### src/rtl/a2d_seq_pkg.sv
// Shared types, widths and the A2D command encoding for the multi-channel sequencer.
package a2d_seq_pkg;

  typedef enum logic [2:0] {IDLE, FRONT, SHIFT, BACK, GAP} frame_state_t;

  localparam int DATA_W     = 12;
  localparam int FRAME_BITS = 16;

  // The A2D takes its channel address in bits [13:11]; all other bits are don't-care zeros.
  function automatic logic [FRAME_BITS-1:0] cmd_word(input logic [2:0] ch);
    return {2'b00, ch, 11'b0};
  endfunction

endpackage

### src/rtl/a2d_seq_spi_frame.sv
// One 16-bit SPI transaction: SS_n low, a half-period front porch, 16 SCLK periods, a half-period back porch.
module spi_frame
  import a2d_seq_pkg::*;
#(
  parameter int SCLK_DIV = 32
) (
  input  logic                  clk,
  input  logic                  rst_n,
  input  logic                  start,
  input  logic [FRAME_BITS-1:0] cmd,
  input  logic                  miso,
  output logic                  ss_n,
  output logic                  sclk,
  output logic                  mosi,
  output logic [DATA_W-1:0]     rx_data,
  output logic                  rx_done,
  output logic                  done
);

  localparam int HALF = SCLK_DIV / 2;
  localparam int CW   = $clog2(SCLK_DIV) + 1;

  frame_state_t          state;
  logic [CW-1:0]         cnt;
  logic [3:0]            bit_cnt;
  logic [FRAME_BITS-1:0] tx;

  // The receive register is only DATA_W wide, so the four leading status bits fall off the top.
  always_ff @(posedge clk or negedge rst_n) begin
    if (!rst_n) begin
      state   <= IDLE;
      ss_n    <= 1'b1;
      sclk    <= 1'b1;
      mosi    <= 1'b0;
      cnt     <= '0;
      bit_cnt <= '0;
      tx      <= '0;
      rx_data <= '0;
      rx_done <= 1'b0;
      done    <= 1'b0;
    end else begin
      rx_done <= 1'b0;
      done    <= 1'b0;
      case (state)
        IDLE: begin
          if (start) begin
            state <= FRONT;
            ss_n  <= 1'b0;
            tx    <= cmd;
            cnt   <= '0;
          end
        end
        FRONT: begin
          if (cnt == CW'(HALF - 1)) begin
            state   <= SHIFT;
            sclk    <= 1'b0;
            mosi    <= tx[FRAME_BITS-1];
            tx      <= {tx[FRAME_BITS-2:0], 1'b0};
            cnt     <= '0;
            bit_cnt <= '0;
          end else begin
            cnt <= cnt + 1'b1;
          end
        end
        SHIFT: begin
          if (cnt == CW'(HALF - 1)) begin
            sclk    <= 1'b1;
            rx_data <= {rx_data[DATA_W-2:0], miso};
            rx_done <= (bit_cnt == 4'd15);
            cnt     <= cnt + 1'b1;
          end else if (cnt == CW'(SCLK_DIV - 1)) begin
            cnt <= '0;
            if (bit_cnt == 4'd15) begin
              state <= BACK;
            end else begin
              sclk    <= 1'b0;
              mosi    <= tx[FRAME_BITS-1];
              tx      <= {tx[FRAME_BITS-2:0], 1'b0};
              bit_cnt <= bit_cnt + 1'b1;
            end
          end else begin
            cnt <= cnt + 1'b1;
          end
        end
        BACK: begin
          if (cnt == CW'(HALF - 1)) begin
            state <= IDLE;
            ss_n  <= 1'b1;
            done  <= 1'b1;
          end else begin
            cnt <= cnt + 1'b1;
          end
        end
        default: state <= IDLE;
      endcase
    end
  end

endmodule

### src/rtl/a2d_seq.sv
// Round-robin A2D sequencer: pipelined channel addressing, per-channel averaging and offset removal with clamp at zero.
module a2d_seq
  import a2d_seq_pkg::*;
#(
  parameter int          NUM_CH   = 3,
  parameter int          SCLK_DIV = 32,
  parameter int          AVG_LOG2 = 2,
  parameter logic [11:0] OFFSET   = 12'h260
) (
  input  logic                     clk,
  input  logic                     rst_n,
  input  logic                     en,
  output logic                     SS_n,
  output logic                     SCLK,
  output logic                     MOSI,
  input  logic                     MISO,
  output logic [NUM_CH*DATA_W-1:0] rdata,
  output logic [NUM_CH-1:0]        vld,
  output logic                     sweep_done
);

  localparam int ACC_W = DATA_W + AVG_LOG2;
  localparam int CNT_W = AVG_LOG2 + 1;
  localparam int GAP_W = $clog2(SCLK_DIV) + 1;
  localparam logic [CNT_W-1:0] LAST = CNT_W'((1 << AVG_LOG2) - 1);

  frame_state_t      state;
  logic              start, rx_done, frame_done, primed;
  logic [DATA_W-1:0] rx_data;
  logic [2:0]        ptr, cur_ch, prev_ch, ptr_next;
  logic [GAP_W-1:0]  gap_cnt;
  logic [ACC_W-1:0]  acc [NUM_CH];
  logic [CNT_W-1:0]  cnt [NUM_CH];

  logic [ACC_W-1:0]  sel_acc, sum;
  logic [CNT_W-1:0]  sel_cnt;
  logic [DATA_W-1:0] avg, result;
  logic              last;

  spi_frame #(.SCLK_DIV(SCLK_DIV)) u_spi (
    .clk     (clk),
    .rst_n   (rst_n),
    .start   (start),
    .cmd     (cmd_word(cur_ch)),
    .miso    (MISO),
    .ss_n    (SS_n),
    .sclk    (SCLK),
    .mosi    (MOSI),
    .rx_data (rx_data),
    .rx_done (rx_done),
    .done    (frame_done)
  );

  assign ptr_next = (ptr == 3'(NUM_CH - 1)) ? 3'd0 : ptr + 3'd1;

  // The incoming sample belongs to the channel addressed one frame earlier.
  always_comb begin
    sel_acc = '0;
    sel_cnt = '0;
    for (int i = 0; i < NUM_CH; i++) begin
      if (prev_ch == 3'(i)) begin
        sel_acc = acc[i];
        sel_cnt = cnt[i];
      end
    end
    sum    = sel_acc + ACC_W'(rx_data);
    avg    = sum[ACC_W-1:AVG_LOG2];
    result = (avg >= OFFSET) ? avg - OFFSET : '0;
    last   = (sel_cnt == LAST);
  end

  // Here FRONT stands for "a frame is in flight"; the SPI engine tracks the finer phases itself.
  always_ff @(posedge clk or negedge rst_n) begin
    if (!rst_n) begin
      state      <= IDLE;
      start      <= 1'b0;
      primed     <= 1'b0;
      ptr        <= '0;
      cur_ch     <= '0;
      prev_ch    <= '0;
      gap_cnt    <= '0;
      rdata      <= '0;
      vld        <= '0;
      sweep_done <= 1'b0;
      for (int i = 0; i < NUM_CH; i++) begin
        acc[i] <= '0;
        cnt[i] <= '0;
      end
    end else begin
      start      <= 1'b0;
      vld        <= '0;
      sweep_done <= 1'b0;
      if (rx_done) begin
        primed  <= 1'b1;
        prev_ch <= cur_ch;
        if (primed) begin
          for (int i = 0; i < NUM_CH; i++) begin
            if (prev_ch == 3'(i)) begin
              if (last) begin
                acc[i]                  <= '0;
                cnt[i]                  <= '0;
                rdata[i*DATA_W +: DATA_W] <= result;
                vld[i]                  <= 1'b1;
                sweep_done              <= (i == NUM_CH - 1);
              end else begin
                acc[i] <= sum;
                cnt[i] <= cnt[i] + 1'b1;
              end
            end
          end
        end
      end
      case (state)
        IDLE: begin
          if (en) begin
            start  <= 1'b1;
            cur_ch <= ptr;
            ptr    <= ptr_next;
            state  <= FRONT;
          end
        end
        FRONT: begin
          if (frame_done) begin
            state   <= GAP;
            gap_cnt <= '0;
          end
        end
        GAP: begin
          // Launching three clocks early lets SS_n rise-to-fall span exactly SCLK_DIV clocks.
          if (gap_cnt == GAP_W'(SCLK_DIV - 3)) begin
            if (en) begin
              start  <= 1'b1;
              cur_ch <= ptr;
              ptr    <= ptr_next;
              state  <= FRONT;
            end else begin
              state  <= IDLE;
              primed <= 1'b0;
              ptr    <= '0;
              for (int i = 0; i < NUM_CH; i++) begin
                acc[i] <= '0;
                cnt[i] <= '0;
              end
            end
          end else begin
            gap_cnt <= gap_cnt + 1'b1;
          end
        end
        default: state <= IDLE;
      endcase
    end
  end

endmodule

### config.mk
export PLATFORM = sky130hd
export DESIGN_NAME = a2d_seq
export DESIGN_NICKNAME = d
export VERILOG_FILES = /design/src/rtl/a2d_seq_pkg.sv /design/src/rtl/a2d_seq_spi_frame.sv /design/src/rtl/a2d_seq.sv
export SDC_FILE = /design/constraint.sdc
export NUM_CORES = 1
export LEC_CHECK = 0
export CAP_MARGIN = 10
export CORE_ASPECT_RATIO = 0.7
export CORE_MARGIN = 5
export CORE_UTILIZATION = 41
export DETAILED_ROUTE_END_ITERATION = 12
export PLACE_DENSITY_LB_ADDON = 0.2
export SLEW_MARGIN = 20
export SYNTH_ARGS = -nofsm -noshare
export SYNTH_HDL_FRONTEND = slang
export SYNTH_SLANG_ARGS = --single-unit
### constraint.sdc
create_clock -name clk -period 5.65 [get_ports clk]
set_input_delay 1.4125 -clock clk [delete_from_list [all_inputs] [get_ports clk]]
set_output_delay 1.4125 -clock clk [all_outputs]
set_load 0.005 [all_outputs]
Word level (Yosys, flattened, before mapping):

Index checks and enable logic that the tools add are counted.

* register bits after elaboration: 157
* latch bits: 0
* RAM bits: 0
* bits in read-only memories: 0
* bits of input ports: 4
* output and inout bits: 43
* logic and storage cells: 187
* memories kept: 0

* $add $sub $neg: 9
* multiply operators: 0
* div/mod/pow operators: 0
* magnitude comparators: 1
* equal/unequal tests: 27
* shift operators: 0
* mux-type cells: 99
* bitwise logic cells: 0
* reductions and logical operators: 23

Operators with widths (count)
* 42-bit two-way mux: 5
* 14-bit two-way mux: 7
* 16-bit two-way mux: 5
* 3-bit two-way mux: 26
* 16-bit one-hot mux with 3 select lines: 1
* 9-bit two-way mux: 5
* 6-bit two-way mux: 7
* 1-bit two-way mux: 27
* 6-bit one-hot mux with 4 select lines: 1
* 4-bit two-way mux: 4
* 4-bit AND reduction: 4
* 3-bit by 2-bit == test with 1-bit output, second input constant: 5
* 3-bit AND reduction: 5
* 14-bit by 12-bit adder with 14-bit output: 1
* 2-bit != test, second input constant: 7
* 3-bit by 1-bit adder with 3-bit output, second input constant: 4
* 6-bit by 1-bit adder with 6-bit output, second input constant: 2
* 6-bit by 5-bit == test with 1-bit output, second input constant: 2
* 12-bit by 10-bit >= comparator with 1-bit output, second input constant: 1
* 12-bit two-way mux: 1
* 3-bit one-hot mux with 2 select lines: 2
* 3-bit one-hot mux with 4 select lines: 1
* 6-bit one-hot mux with 2 select lines: 1
* 6-bit AND reduction: 2
* 18 further kinds: 33

Longest topological paths before layout:

Gate-level depths: netlist of the first run.

* word-level depth: 12
* mapped depth: 21
* depth with buffers taken out: 18

Hierarchy:

A second synthesis of the first run with hierarchy kept.

* cells, all modules: 809
* area, all modules: 7988.9 µm²

By module, submodules not included
* a2d_seq: instances 1, cells each 630, area each 5679.2 µm², sequential area each 2727.6 µm²
* spi_frame: instances 1, cells each 179, area each 2309.7 µm², sequential area each 1128.6 µm²

Worst setup path after synthesis of the first run:

Ideal clock, no wire load.

* path type: reg2reg
* start: register prev_ch[0]
* end: register rdata[21]
* library setup time: 0.121 ns
* arrival: 3.986 ns
* data required time: 5.529 ns
* setup slack: 1.543 ns
* cell stages (with the launch flop): 19
* buffers on the path: 3
* path through: dfrtp_1 -> buf_2 -> clkbuf_1 -> clkbuf_1 -> mux2i_1 -> nor2_1 -> a21oi_1 -> nor2_1 -> ha_1 -> inv_1 -> fa_1 -> nand3b_4 -> a2111oi_4 -> nor4_2 -> nor3b_4 -> o221ai_2 -> a211oi_4 -> nor2_4 -> a22o_1

* cells in the longest elaborated chain, start to end: 7

RTL lines
* from (decl): RTL line a2d_seq.sv:30 `logic [2:0] ptr, cur_ch, prev_ch, ptr_next;`
* from (signal assigned): RTL line a2d_seq.sv:95 `prev_ch <= cur_ch;`
* 3-bit zero test: RTL line a2d_seq.sv:61 `if (prev_ch == 3'(i)) begin`
* 14-bit two-way mux (3 in series): RTL line a2d_seq.sv:61
* 14-bit by 12-bit adder with 14-bit output: RTL line a2d_seq.sv:66 `sum = sel_acc + ACC_W'(rx_data);`
* 12-bit by 10-bit subtractor with 12-bit output or 12-bit by 10-bit >= comparator with 1-bit output (tied branches): RTL line a2d_seq.sv:68 `result = (avg >= OFFSET) ? avg - OFFSET : '0;`
* 12-bit two-way mux: RTL line a2d_seq.sv:68
* to (signal, indexed assignment): RTL line a2d_seq.sv:102 `rdata[i*DATA_W +: DATA_W] <= result;`
* to (decl): RTL line a2d_seq.sv:17 `output logic [NUM_CH*DATA_W-1:0] rdata,`

Several ways; a longest one is shown, not always the timed one.
A chain may end at the register's enable or synchronous reset.

Worst setup path in the final report of the first run:

* start: register prev_ch[1]
* end: register rdata[33]

The elaborated chain is that of the path after synthesis.

==> results.md, run 1 <==
* Crit path kind: reg2reg
* Via density per instance at 5.51
* Setup WS pre-CTS at 964 ps
* HPWL Detailed at 12.8 mm
* CP top delay family: simple AND/OR/NAND/NOR gates
* Final std cells w/o fill at 1052
* GRT Max-Usage Layer: met1
* PwrDens at 320 nW/um2
* GP Congestion at 0.854
* Initial drt markers at 461
* Initial antenna violation count at 0
* Final setup vio count at 0
* CTS tree: built
* Warnings from Yosys at 0
* Max VDD drop at 0.172 mV
* Number of global-route vias before repair at 5668
* Sum Neg Setup Slack at 0 ps
* Routed len/inst at 17.3 um
* CTS Buf Count at 17
* Worst hold slack at 480 ps
* CP max stage delay at 840 ps
* Clock skew at 11.7 ps
* Met2 Usage GRT at 0.257
* Final min period at 4720 ps
* NumNets Final at 836
* Synth Instances at 768
* Fin. max-slew vios at 0
* Met1 demand-to-capacity share in global routing at 0.271
* Reg clk slew, reported paths at 60 ps
* Worst skew pair latency at 430 ps
* # diodes at 0
* Worst Path Max Fanout at 23
* Via count at 5793
* Rows at 41
* Number of synthesized register bits at 143
* Placed Cells at 1020
* Synth unique cells at 67
* CP endpoint kind: flip-flop
* Root Buffer: clkbuf_16
* Detailed Route WL at 18.2 mm
* Clock Tree Buf Depth at 2
* Layout cell share with drive strength beyond 1 at 0.104
* Commonest non-fill, non-tap cell in the layout: dfrtp_1
* I/O Buffers at 46
* DRC at 0
* Top post-synthesis cells by area: dfrtp_1, nand2_1, a21oi_1, ha_1, nor2_1
* Final worst path period share at 0.835
* # hold bufs at CTS at 0
* Antenna Violating Nets Remaining at 0
* Fin. Hold Viols at 0
* Critical path, cell by cell: nor2b_1 > a21oi_1 > nor2_1 > ha_1 > inv_1 > fa_1 > nand3b_4 > a2111oi_4 > nor4_2 > nor3b_4 > o221ai_2 > a211oi_4 > nor2_4 > a22o_1
* Post-CTS sizing at 0
* Setup slack after layout at 930 ps
* Min-delay worst type: reg2reg
* Area grow syn2layout at 17.5%
* Final Util at 0.485
* Post-synth EDFFs at 0
* Core ar. at 17900 um2
* Tot GR Track Use at 0.182
* CP required at 5960 ps
* Placed Area at 8030 um2
* Die area at 20800 um2
* CP max-delay cell: dfrtp_1
* Die H at 122 um
* WP data arrival at 5030 ps
* Unrepaired setup endpoints after global routing: false
* Post-CTS setup buffer count at 0
* Met3 usage in global routing at 0.0542
* Overall Power at 2.77 mW
* Syn Nets at 801
* Max Cap Viol at 0
* F_max at 212 MHz
* CTS H-tree depth at 4
* Leak pwr at 3.87 nW
* Starting Density at 0.413
* Final non-filler cell area at 8650 um2
* Register area share after synthesis at 0.486
* Post-synth top area cell: dfrtp_1
* Die W at 170 um
* Clock sinks at 143
* IO Pins at 47
* Crit path buffers/inverters at 1
* Total grt overflow at 0
* Async set-reset flop share out of synthesis at 1.00
* Status: complete, no violations
* Avg Cell Area, Syn at 9.59 um2
* Post-Syn Area at 7370 um2
* Pre-antenna DRT Iters at 5
* Global-route wire length before repair at 29.8 mm
* Most frequent cells in the layout: dfrtp_1, nand2_1, a21oi_1, nor2_1, clkdlybuf4s50_1
* Crit start category: flip-flop
* Least-Margin Pin Slew at 1150 ps
* Synth top area share at 0.479
* Synth Flop Type: dfrtp_1
* Rel. slew slack at 0.231
* Largest net degree at the start of global routing at 94
-- routing by layer --
layer  routed length, um  vias to the layer above  part of all wire
li1                    -                     2757                 -
met1                9070                     2892              0.50
met2                7900                      126              0.43
met3                1040                       18             0.057
met4                 193                        0             0.011
met5                   0                        -                 0
-- worst register-to-register path, delay by kind of cell, from the launching register on --
kind | cells | cell delay, ps
simple gates | 6 | 1600
compound gates | 5 | 1530
buf+inv | 1 | 60
fa+ha+maj | 2 | 590
flops | 1 | 840
-- registers in the layout, summed over array words and instances, names as in the netlist --
| name | flops |
|---|---|
| acc | 42 |
| cnt | 9 |
| cur_ch | 3 |
| gap_cnt | 6 |
| prev_ch | 3 |
| primed | 1 |
| ptr | 3 |
| rdata | 36 |
| start | 1 |
| state | 2 |
| sweep_done | 1 |
| u_spi.bit_cnt | 4 |
| u_spi.cnt | 6 |
| u_spi.done | 1 |
| u_spi.mosi | 1 |
| u_spi.rx_data | 12 |
| u_spi.rx_done | 1 |
| u_spi.sclk | 1 |
| u_spi.ss_n | 1 |
| u_spi.state | 2 |
| u_spi.tx | 5 |
| vld | 2 |
-- cell usage after synthesis, drive strengths merged (2+ instances only) --
cell type and n:
o211a 2, nand4 7, and2 8, a31oi 2
or3 4, o21ai 39, clkbuf 29, nand3b 5
mux2 19, a22o 25, o22ai 3, dfrtp 141
or4 3, a21oi 82, a211oi 3, o211ai 2
or2 3, ha 28, o21a 5, buf 8
inv 18, nand2 114, or3b 2, xor2 5
nand2b 10, nor2 80, nor3b 6, nor4 3
xnor2 9, o31ai 6, mux2i 21, a22oi 2
nor3 20, nand3 21, dfstp 2, and3 3
nor2b 8, a21o 6
-- final timing paths --
| path | startpoint | to | slack [ps] | cells after the start |
|---|---|---|---|---|
| min in group asynchronous | rst_n | gap_cnt[5]$_DFFE_PN0P_ | 1060 | 1 |
| worst min register to register | u_spi.tx[11]$_DFFE_PN0P_ | u_spi.tx[11]$_DFFE_PN0P_ | 480 | 2 |
| worst min-delay path | u_spi.tx[11]$_DFFE_PN0P_ | u_spi.tx[11]$_DFFE_PN0P_ | 480 | 2 |
| worst max register to register | prev_ch[1]$_DFFE_PN0P_ | rdata[33]$_DFFE_PN0P_ | 930 | 14 |
| worst max-delay path | prev_ch[1]$_DFFE_PN0P_ | rdata[33]$_DFFE_PN0P_ | 930 | 14 |
| max in group asynchronous | rst_n | rdata[29]$_DFFE_PN0P_ | 3400 | 2 |
-- logic make-up after synthesis --
logic type | Yosys count | share of synthesized area
AOI/OAI and AO/OA | 185 | 0.159
xor gates and xnor gates | 14 | 0.0166
adders and majority gates | 29 | 0.0503
buffers and inverters | 55 | 0.0311
DFF | 143 | 0.486
muxes | 40 | 0.0576
and+or+nand+nor | 302 | 0.199
-- area by class of cell --
class                           count  area (um2)
Fill cell                        1662        9200
Sequential cell                   143        3580
Multi-Input combinational cell    570        3580
Timing Repair Buffer               53         514
Clock buffer                       18         439
Tap cell                          236         295
Clock inverter                     14         181
Inverter                           18        67.6
-- power breakdown --
part	internal (mW)	total [mW]	switching, mW
Sequential	1.10	1.15	0.0563
Combinational	0.155	0.434	0.279
Clock	0.714	1.18	0.465
Note: power is estimated with default switching activity, not from simulation.
==> run 2: changes to the inputs <==
Clock period 5.65 ns to 4.3 ns, I/O delays scaled along.
==> results.md, run 2 (synthesis gave the netlist of run 1 again) <==
* Largest regs: acc x42, rdata x36, u_spi.rx_data x12
* IO Pins at 47
* Area grow syn2layout at 17.1%
* Via count at 5816
* Rel. slew slack at 0.313
* Number of flip-flops in the largest register at 42
* Biggest register: acc
* HPWL Detailed at 12.5 mm
* Max VDD drop at 0.287 mV
* CTS Buf Count at 17
* FF-to-FF path depth at 14
* CTS H-tree depth at 4
* P_sw at 1.01 mW
* Sum Neg Setup Slack at 0 ps
* WP data arrival at 4360 ps
* Worst Path Max Fanout at 8
* Crit start category: flip-flop
* Status: complete, no violations
* # hold bufs at CTS at 0
* CP required at 4600 ps
* Final worst path period share at 0.943
* PwrDens at 399 nW/um2
* Routed len/inst at 17.1 um
* F_max at 247 MHz
* Leak pwr at 3.87 nW
* Final setup vio count at 0
* Comb pwr share at 0.169
* Clock Tree Buf Depth at 2
* Final min period at 4050 ps
* Detailed Route WL at 18.1 mm
* CP endpoint kind: flip-flop
* Number of global-route vias before repair at 5721
* I/O Buffers at 46
* Clock skew at 9.12 ps
* Final Util at 0.483
* Internal Power at 2.43 mW
* Layout cell share with drive strength beyond 1 at 0.107
* Die H at 122 um
* Starting Density at 0.413
* Global-route wire length before repair at 30.1 mm
* CTS tree: built
* Least-Margin Pin Slew at 1030 ps
* Antenna Violating Nets Remaining at 0
* Post-CTS setup buffer count at 0
* Clk pwr share at 0.391
* GP Congestion at 0.896
* Initial antenna violation count at 0
* Reg clk slew, reported paths at 60 ps
* Hold path depth at 2
* Fin. Hold Viols at 0
* Most frequent cells in the layout: dfrtp_1, nand2_1, a21oi_1, nor2_1, clkdlybuf4s50_1
* Fin. max-slew vios at 0
* Die area at 20800 um2
* Unrepaired setup endpoints after global routing: false
* Crit path kind: reg2reg
* Post-CTS sizing at 0
* Tot GR Track Use at 0.184
* Root Buffer: clkbuf_16
* Sequential power share at 0.440
* DRC at 0
* Final non-filler cell area at 8630 um2
* Placed Area at 8090 um2
* Worst skew pair latency at 420 ps
* Via density per instance at 5.50
* Rows at 41
* Initial drt markers at 413
* # diodes at 0
* Min-delay worst type: reg2reg
* Net Sw Frac at 0.293
* Pre-antenna DRT Iters at 5
* Largest net degree at the start of global routing at 115
* NumNets Final at 844
* Total grt overflow at 0
* Die W at 170 um
* Max Cap Viol at 0
* Core ar. at 17900 um2
* Commonest non-fill, non-tap cell in the layout: dfrtp_1
* Clock sinks at 143
-- run 2: final timing paths --
kind | from | endpoint | slack (ps)
worst max-delay path | prev_ch[0]$_DFFE_PN0P_ | rdata[33]$_DFFE_PN0P_ | 250
worst min-delay path | u_spi.tx[14]$_DFFE_PN0P_ | u_spi.tx[14]$_DFFE_PN0P_ | 480
worst max register to register | prev_ch[0]$_DFFE_PN0P_ | rdata[33]$_DFFE_PN0P_ | 250
worst min register to register | u_spi.tx[14]$_DFFE_PN0P_ | u_spi.tx[14]$_DFFE_PN0P_ | 480
max in group asynchronous | rst_n | rdata[25]$_DFFE_PN0P_ | 2710
min in group asynchronous | rst_n | gap_cnt[1]$_DFFE_PN0P_ | 770
-- run 2: power groups by stage --
stage	sequential [mW]	clock (mW)	combinational (mW)
floorplan	1.52	0	0.424
global placement	1.53	0	0.551
detailed placement	1.54	0	0.578
CTS	1.52	1.38	0.580
global route	1.53	1.44	0.657
finish	1.52	1.35	0.584
-- run 2: final cells by class --
type | count | area, um2
fill | 1623 | 9230
clock buffer | 20 | 437
inverter | 18 | 67.6
multi-input combinational | 570 | 3580
tap | 236 | 295
sequential | 143 | 3580
clock inverter | 10 | 92.6
timing repair buffer | 61 | 577
-- run 2: routing by layer --
| metal | part of all wire | vias up | wire, um | track usage |
|---|---|---|---|---|
| li1 | - | 2785 | - | - |
| met4 | 0.012 | 0 | 216 | 0.0434 |
| met1 | 0.50 | 2866 | 9040 | 0.275 |
| met3 | 0.056 | 19 | 1020 | 0.0551 |
| met5 | 0 | - | 0 | 0 |
| met2 | 0.43 | 146 | 7870 | 0.260 |
-- run 2: critical path, stage by stage, from the launching register on --
cell	delay, ps
dfrtp_1	550
buf_4	260
mux2i_1	260
nor2_1	90
a21oi_1	140
nor2_1	90
ha_1	330
a21oi_1	290
nand2_1	170
a21oi_1	330
xnor2_1	290
o221ai_2	230
a211oi_4	540
nor2_4	130
a22o_1	230
-- run 2: through the flow --
| stage | instances | power, mW | setup WS (ps) | hold slack, ps |
|---|---|---|---|---|
| after floorplan | 768 | 1.94 | 193 | 446 |
| after global placement | 1028 | 2.08 | 430 | 461 |
| after detailed placement | 1028 | 2.12 | 324 | 473 |
| after CTS | 1058 | 3.47 | 288 | 487 |
| after global routing | 1058 | 3.63 | 35.4 | 514 |
| final | 1058 | 3.45 | 246 | 482 |
==> run 3: changes to the inputs <==
Settings changed: SLEW_MARGIN 20 to 25.
==> results.md, run 3 (synthesis gave the netlist of run 1 again) <==
* CTS Buf Count at 17
* # diodes at 0
* Reg clk slew, reported paths at 60 ps
* # hold bufs at CTS at 0
* Final setup vio count at 0
* Initial drt markers at 405
* NumNets Final at 845
* Placed Area at 8090 um2
* Final min period at 4050 ps
* Clock Tree Buf Depth at 2
* Final std cells w/o fill at 1059
* CP required at 4610 ps
* Sum Neg Setup Slack at 0 ps
* Root Buffer: clkbuf_16
* CP max stage delay at 560 ps
* Least-Margin Pin Slew at 1030 ps
* Via count at 5831
* Min-delay worst type: reg2reg
* Tot GR Track Use at 0.184
* Post-CTS sizing at 0
* Final non-filler cell area at 8650 um2
* Largest regs: acc x42, rdata x36, u_spi.rx_data x12
* WP data arrival at 4350 ps
* Unrepaired setup endpoints after global routing: false
* Post-CTS setup buffer count at 0
* Status: complete, no violations
* Worst skew pair latency at 420 ps
* Commonest non-fill, non-tap cell in the layout: dfrtp_1
* Largest net degree at the start of global routing at 115
* CP endpoint kind: flip-flop
* Clock skew at 8.63 ps
* Die W at 170 um
* Number of global-route vias before repair at 5721
* Worst hold slack at 483 ps
* Placed Cells at 1028
* Global-route wire length before repair at 30.1 mm
* Most frequent cells in the layout: dfrtp_1, nand2_1, a21oi_1, nor2_1, clkdlybuf4s50_1
* Crit path top cell by count: a21oi_1
* Leak pwr at 3.88 nW
* Multi-input combinational cell area at 3580 um2
* Flop2flop setup slack at 250 ps
* Area grow syn2layout at 17.4%
* Die H at 122 um
* Initial antenna violation count at 0
* Rel. slew slack at 0.310
* Clock sinks at 143
* Number of flip-flops in the largest register at 42
* Pre-antenna DRT Iters at 5
* I/O Buffers at 46
* GP Congestion at 0.896
* Max Cap Viol at 0
* Biggest register: acc
* Layout cell share with drive strength beyond 1 at 0.108
* Crit path kind: reg2reg
* Fin. max-slew vios at 0
* F_max at 247 MHz
* CP max-delay cell: dfrtp_1
* Final worst path period share at 0.941
* Crit path buffers/inverters at 1
* CTS H-tree depth at 4
* Die area at 20800 um2
* Fin. Hold Viols at 0
* Antenna Violating Nets Remaining at 0
* Sequential standard cell area at 3580 um2
* Starting Density at 0.413
* Critical path, cell by cell: buf_4 > mux2i_1 > nor2_1 > a21oi_1 > nor2_1 > ha_1 > a21oi_1 > nand2_1 > a21oi_1 > xnor2_1 > o221ai_2 > a211oi_4 > nor2_4 > a22o_1
* DRC at 0
* Crit start category: flip-flop
* Detailed Route WL at 18.1 mm
* Worst Path Max Fanout at 8
* Total grt overflow at 0
* Core ar. at 17900 um2
* Fillers at 1618
* CTS tree: built
* HPWL Detailed at 12.5 mm
* Via density per instance at 5.51
* CP top delay family: compound AO/OA/AOI/OAI gates
* Rows at 41
* IO Pins at 47
* Routed len/inst at 17.1 um
* Max VDD drop at 0.288 mV
* PwrDens at 399 nW/um2
## run 3: cell types whose count changed in the layout (fill, tap and decap cells not counted), sizes merged
cell and change:
buf +1
## run 3: path summary, 6_finish.rpt
path / startpoint / endpoint / depth (start not counted)
setup / recovery: prev_ch[0]$_DFFE_PN0P_ / rdata[33]$_DFFE_PN0P_ / 14
max in group asynchronous: rst_n / rdata[25]$_DFFE_PN0P_ / 3
hold reg to reg: u_spi.tx[14]$_DFFE_PN0P_ / u_spi.tx[14]$_DFFE_PN0P_ / 2
min in group asynchronous: rst_n / gap_cnt[1]$_DFFE_PN0P_ / 1
setup reg to reg: prev_ch[0]$_DFFE_PN0P_ / rdata[33]$_DFFE_PN0P_ / 14
hold / removal: u_spi.tx[14]$_DFFE_PN0P_ / u_spi.tx[14]$_DFFE_PN0P_ / 2
## run 3: routing by layer
metal / vias to the layer above / GRT usage / routed length (um)
met4: 0 / 0.0434 / 223
met5: - / 0 / 0
met2: 139 / 0.260 / 7830
li1: 2776 / - / -
met1: 2898 / 0.275 / 9060
met3: 18 / 0.0551 / 1010
## run 3: report_power, final
| part | total (mW) | switching [mW] | internal, mW |
|---|---|---|---|
| clock | 1.35 | 0.562 | 0.787 |
| combinational | 0.586 | 0.378 | 0.208 |
| sequential | 1.52 | 0.0745 | 1.44 |
| total | 3.45 | 1.01 | 2.44 |
## run 3: area by class of cell
| cell class | instances | share of cell area |
|---|---|---|
| tap | 236 | 0.0341 |
| inverter | 18 | 0.00781 |
| timing repair buffer | 62 | 0.0698 |
| multi-input combinational | 570 | 0.413 |
| clock buffer | 20 | 0.0505 |
| sequential | 143 | 0.414 |
| clock inverter | 10 | 0.0107 |
## run 3: metrics by stage
stage	setup slack [ps]	utilization	total power, mW
2_1_floorplan	193	-	1.94
3_3_place_gp	430	0.453	2.08
3_5_place_dp	324	0.453	2.12
4_1_cts	288	0.483	3.47
5_1_grt	34.2	0.485	3.63
6_report	252	0.485	3.45
## run 3: worst min-delay path: stages, from the launching register on
cell     delay, ps
dfrtp_1        340
nand2_1         40
o21ai_0         60
